`src/rtl/alu_pkg.sv`:
```
// Shared ALU definitions: control codes decoded in EX and the multiply sequencer states.
package alu_pkg;

  localparam logic [3:0] ALU_MUL  = 4'd1;
  localparam logic [3:0] ALU_ADD  = 4'd2;
  localparam logic [3:0] ALU_SLLI = 4'd3;
  localparam logic [3:0] ALU_XOR  = 4'd4;
  localparam logic [3:0] ALU_BEQ  = 4'd5;
  localparam logic [3:0] ALU_SUB  = 4'd6;
  localparam logic [3:0] ALU_BGE  = 4'd7;

  typedef enum logic [1:0] {
    IDLE = 2'd0,
    BUSY = 2'd1,
    DONE = 2'd2
  } mul_state_t;

endpackage

```
`src/rtl/mul_shift_add_dp.sv`:
```
// Radix-2 shift-add datapath: one multiplier bit is consumed per step.
module mul_shift_add_dp #(
  parameter int WIDTH = 32
) (
  input  logic             clk,
  input  logic             rst_n,
  input  logic             load,
  input  logic             step,
  input  logic [WIDTH-1:0] op_a,
  input  logic [WIDTH-1:0] op_b,
  output logic [WIDTH-1:0] acc_next
);

  logic [WIDTH-1:0] mcand;
  logic [WIDTH-1:0] mplier;
  logic [WIDTH-1:0] acc;

  // Only the low half is kept, so the add simply wraps.
  assign acc_next = mplier[0] ? (acc + mcand) : acc;

  always_ff @(posedge clk) begin
    if (!rst_n) begin
      mcand  <= '0;
      mplier <= '0;
      acc    <= '0;
    end else if (load) begin
      mcand  <= op_a;
      mplier <= op_b;
      acc    <= '0;
    end else if (step) begin
      acc    <= acc_next;
      mcand  <= mcand << 1;
      mplier <= mplier >> 1;
    end
  end

endmodule

```
`src/rtl/mul_seq_ctrl.sv`:
```
// Multi-cycle multiply sequencer for EX: accepts a multiply, stalls the pipe for
// WIDTH shift-add steps, then pulses res_valid with the low product half.
module mul_seq_ctrl
  import alu_pkg::*;
#(
  parameter int         WIDTH    = 32,
  parameter logic [3:0] MUL_CODE = ALU_MUL
) (
  input  logic             clk,
  input  logic             rst_n,
  input  logic [3:0]       alu_ctrl,
  input  logic             op_valid,
  input  logic [WIDTH-1:0] op_a,
  input  logic [WIDTH-1:0] op_b,
  input  logic             flush,
  output logic             stall,
  output logic             busy,
  output logic             res_valid,
  output logic [WIDTH-1:0] result,
  output logic [1:0]       dbg_state
);

  localparam int CNT_W = $clog2(WIDTH);
  localparam logic [CNT_W-1:0] CNT_LAST = CNT_W'(WIDTH - 1);

  mul_state_t       state;
  mul_state_t       next_state;
  logic [CNT_W-1:0] cnt;
  logic             is_mul;
  logic             load;
  logic             step;
  logic             last_step;
  logic [WIDTH-1:0] acc_next;

  assign is_mul    = op_valid & (alu_ctrl == MUL_CODE) & ~flush;
  // DONE drops stall so the instruction retires once and is not re-accepted.
  assign stall     = is_mul & (state != DONE);
  assign last_step = step & (cnt == CNT_LAST);
  assign dbg_state = state;

  always_comb begin
    next_state = state;
    load       = 1'b0;
    step       = 1'b0;
    case (state)
      IDLE: begin
        if (is_mul) begin
          load       = 1'b1;
          next_state = BUSY;
        end
      end
      BUSY: begin
        step = ~flush;
        if (cnt == CNT_LAST) next_state = DONE;
      end
      DONE:    next_state = IDLE;
      default: next_state = IDLE;
    endcase
    if (flush) next_state = IDLE;
  end

  always_ff @(posedge clk) begin
    if (!rst_n) begin
      state     <= IDLE;
      cnt       <= '0;
      result    <= '0;
      res_valid <= 1'b0;
      busy      <= 1'b0;
    end else begin
      state     <= next_state;
      busy      <= (next_state != IDLE);
      res_valid <= last_step;
      if (load) cnt <= '0;
      else if (step) cnt <= cnt + CNT_W'(1);
      if (last_step) result <= acc_next;
    end
  end

  mul_shift_add_dp #(
    .WIDTH(WIDTH)
  ) u_dp (
    .clk     (clk),
    .rst_n   (rst_n),
    .load    (load),
    .step    (step),
    .op_a    (op_a),
    .op_b    (op_b),
    .acc_next(acc_next)
  );

endmodule

```
`config.mk`:
```
export PLATFORM = sky130hd
export DESIGN_NAME = mul_seq_ctrl
export DESIGN_NICKNAME = d
export VERILOG_FILES = /design/src/rtl/alu_pkg.sv /design/src/rtl/mul_shift_add_dp.sv /design/src/rtl/mul_seq_ctrl.sv
export SDC_FILE = /design/constraint.sdc
export NUM_CORES = 1
export LEC_CHECK = 0
export ABC_AREA = 1
export ABC_CLOCK_PERIOD_IN_PS = 1700
export BUFFER_PORTS_ARGS = -buffer_cell sky130_fd_sc_hd__buf_2
export CAP_MARGIN = 20
export CORE_ASPECT_RATIO = 1.75
export CORE_MARGIN = 1.5
export CORE_UTILIZATION = 53
export CTS_BUF_LIST = sky130_fd_sc_hd__clkbuf_16
export DETAILED_ROUTE_END_ITERATION = 8
export GPL_ROUTABILITY_DRIVEN = 0
export GPL_TIMING_DRIVEN = 0
export PLACE_DENSITY_LB_ADDON = 0.12
export SYNTH_ARGS = -nofsm -noshare
export SYNTH_HDL_FRONTEND = slang
export SYNTH_SLANG_ARGS = --single-unit
```
`constraint.sdc`:
```
create_clock -name clk -period 1.7 [get_ports clk]
set_input_delay 0.17 -clock clk [delete_from_list [all_inputs] [get_ports clk]]
set_output_delay 0.17 -clock clk [all_outputs]
set_load 0.01 [all_outputs]
```
==> impl_metrics.csv <==
group,metric,value,unit
synth,synth_cell_type_count,36,
power_and_ir_drop,leakage,5.66,nW
floorplanning,coreArea,15000,um2
cts,clk_latency,0.45,ns
floorplanning,row_count,59,
sta,hold_viol_final,29,
synth,synth_edf_count,0,
finish,antenna_cells,0,
critical_path,end_kind,"register",
sta,setup_tns,-16.51,ns
synth,yosysWarnings,0,
critical_path,critical_path_class,"register to register",
cts,cts_max_level,4,
grt,grt_max_degree,17,
critical_path,required,2.05,ns
critical_path,critPathMaxFanout,4,
cts,tritoncts,"yes",
cts,cts_made_buffers,17,
routing,wl_per_cell,21.0,um
sta,fin_crit_sh,133,%
floorplanning,pin_count,109,
placement,numPortBuffers,108,
synth,async_flop_share,0,%
finish,synthToLayoutAreaGrowth,44.3,%
power_and_ir_drop,ir_worst_vdd,0.684,mV
sta,setup_ws,-0.557,ns
critical_path,crit_start,"u_dp.acc[10]",
finish,n_fill_cell,1012,
routing,drt_iter0_drc,1039,
routing,antenna_left,0,
placement,dp_hpwl,18400,um
sta,tightestPinTransition,0.666,ns
sta,finalSetupViolations,62,
floorplanning,die_area,16200,um2
cts,clock_sinks,137,
critical_path,reg2reg_from,"u_dp.acc[10]",
routing,vias,10109,
synth,synthCells,1299,
placement,placed_cell_area,8970,um2
synth,ys.flop_type,"dfxtp_1",
synth,mappedNetlistNets,1405,
floorplanning,dieWidth,96.8,um
grt,grt_usage,33.2,%
finish,fin_area,11800,um2
synth,synth_seq_area_share,33.6,%
routing,wl_met1,11400,um
sta,relSlewSlack,55.6,%
routing,met3_length,3340,um
finish,final_common_cell,"nand2_1",
synth,ys_ff_latch,137,
run_status,violations,"DRC, hold timing, setup timing",
routing,drc_errors,1,
critical_path,cp-start-kind,"register",
run_status,status,"finished with violations",
grt,grt_pass1_wl,43100,um
floorplanning,initial_core_util,54.4,%
placement,dp_worst_setup_slack,-0.407,ns
grt,grt.overflow.total,0,
grt,grt_pass1_vias,9106,
sta,rsz0062_at_grt,"true",
job,drv_cap,0,
sta,min_period,2.26,ns
grt,antenna_found_initial,0,
critical_path,crit_arrival,2.61,ns
sta,max_freq,443,MHz
cts,clock_path_buffers,2,
cts,clkTransAtPathRegs,0.07,ns
routing,top_layer,"met4",
synth,avgSynthCellArea,6.28,um2
worst_hold_path,min_path_type,"input pin to register",
power_and_ir_drop,p_per_area,627,nW/um2
routing,first_pass_iters,9,
routing,dr_wl_met2,16600,um
finish,final_cell_mix,"391 x nand2_1, 163 x inv_1, 112 x buf_2",
finish,drive_gt1_share,38.3,%
sta,skew,0.0156,ns
finish,nets,1588,
sta,hold_slack,-0.0231,ns
synth,syn_area,8160,um2
cts,clock-root-buffer,"clkbuf_16",
worst_hold_path,min-delay-start,"op_b[31]",
sta,drv_slew,0,
routing,viasPerCell,6.02,
floorplanning,die_h,167,um
routing,wirelength,35200,um
==> metal layers <==
metal	track usage, %	vias up
li1	-	4447
met1	33.5	4577
met2	60.1	753
met3	5.43	332
met4	25.2	0
met5	0	-
==> cell type report <==
type	instances	area, um2	share of cell area [%]
multi-input combinational	923	6010	51.0
clock inverter	15	164	1.39
timing repair buffer	165	1020	8.64
tap	183	229	1.94
sequential	137	2850	24.2
inverter	186	713	6.06
buffer	52	363	3.08
clock buffer	17	425	3.61
==> what timing repair did <==
| action | 4_1_cts | 5_1_grt |
|---|---|---|
| setup buffers | 35 | 20 |
| resized for setup | 275 | 202 |
| pin swaps | 62 | 71 |
| hold buffers | 2 | 0 |
| endpoints found under the setup margin | 111 | 127 |
| hold endpoints to repair | 2 | 0 |
==> critical path, stage by stage (launching register included) <==
cell	delay (ns)
dfxtp_4	0.40
ha_4	0.32
nand2_4	0.08
inv_4	0.07
nand2_4	0.10
nor3_4	0.38
nand2_4	0.17
nand2_8	0.13
nand2_2	0.06
nand2_1	0.06
nand2_1	0.08
nand3_2	0.09
nand3_1	0.09
nand2_1	0.07
inv_1	0.03
==> registers in the layout, indices dropped and copies added, names as in the netlist <==
name,count
result,32
u_dp.acc,32
u_dp.mcand,32
u_dp.mplier,32
cnt,5
dbg_state,2
busy,1
res_valid,1
==> per-stage QoR <==
step	utilization, %	power, W	std cells
finish	78.6	0.00738	1678
global route	78.6	0.00749	1678
CTS	72.9	0.00727	1659
global placement	59.9	0.00354	1590
detailed placement	59.9	0.00354	1590
floorplan	-	0.00341	1299
==> cell usage after synthesis (all sizes together) (8+ instances only) <==
master	count	area share (%)
a21oi	35	2.1
a31oi	62	4.8
buf	35	2.7
clkbuf	18	0.83
dfxtp	137	34
ha	33	5.1
inv	186	8.6
nand2	498	23
nand3	93	5.7
nor2	110	5.6
o21a	21	1.9
o21ai	23	1.4
xor2	8	0.86
==> report_power, final <==
group | leakage, nW | internal, W | switching (W)
clock network | 0.290 | 0.00219 | 0.00169
logic | 4.24 | 0.000122 | 0.000161
registers | 1.14 | 0.00320 | 0.0000155
==> cell families (layout without fill, tap and decap cells) <==
| kind of cell | count (synthesis) | count (layout) | synth area share, % |
|---|---|---|---|
| AND/OR/NAND/NOR | 718 | 718 | 35.7 |
| buffers and inverters | 239 | 435 | 12.1 |
| AO/OA/AOI/OAI | 155 | 155 | 11.5 |
| flip-flops | 137 | 137 | 33.6 |
| adder cells (fa/ha/maj) | 34 | 34 | 5.31 |
| XOR/XNOR | 14 | 14 | 1.50 |
| multiplexers | 2 | 2 | 0.245 |
==> worst paths after layout <==
check	slack, ns	endpoint	cells past startpoint
worst min register to register	0.47	u_dp.mplier[31]	2
worst min-delay path	-0.02	u_dp.mplier[31]	3
worst max-delay path	-0.56	result[29]	14
worst max register to register	-0.56	result[29]	14
Note: power is estimated with default switching activity, not from simulation.
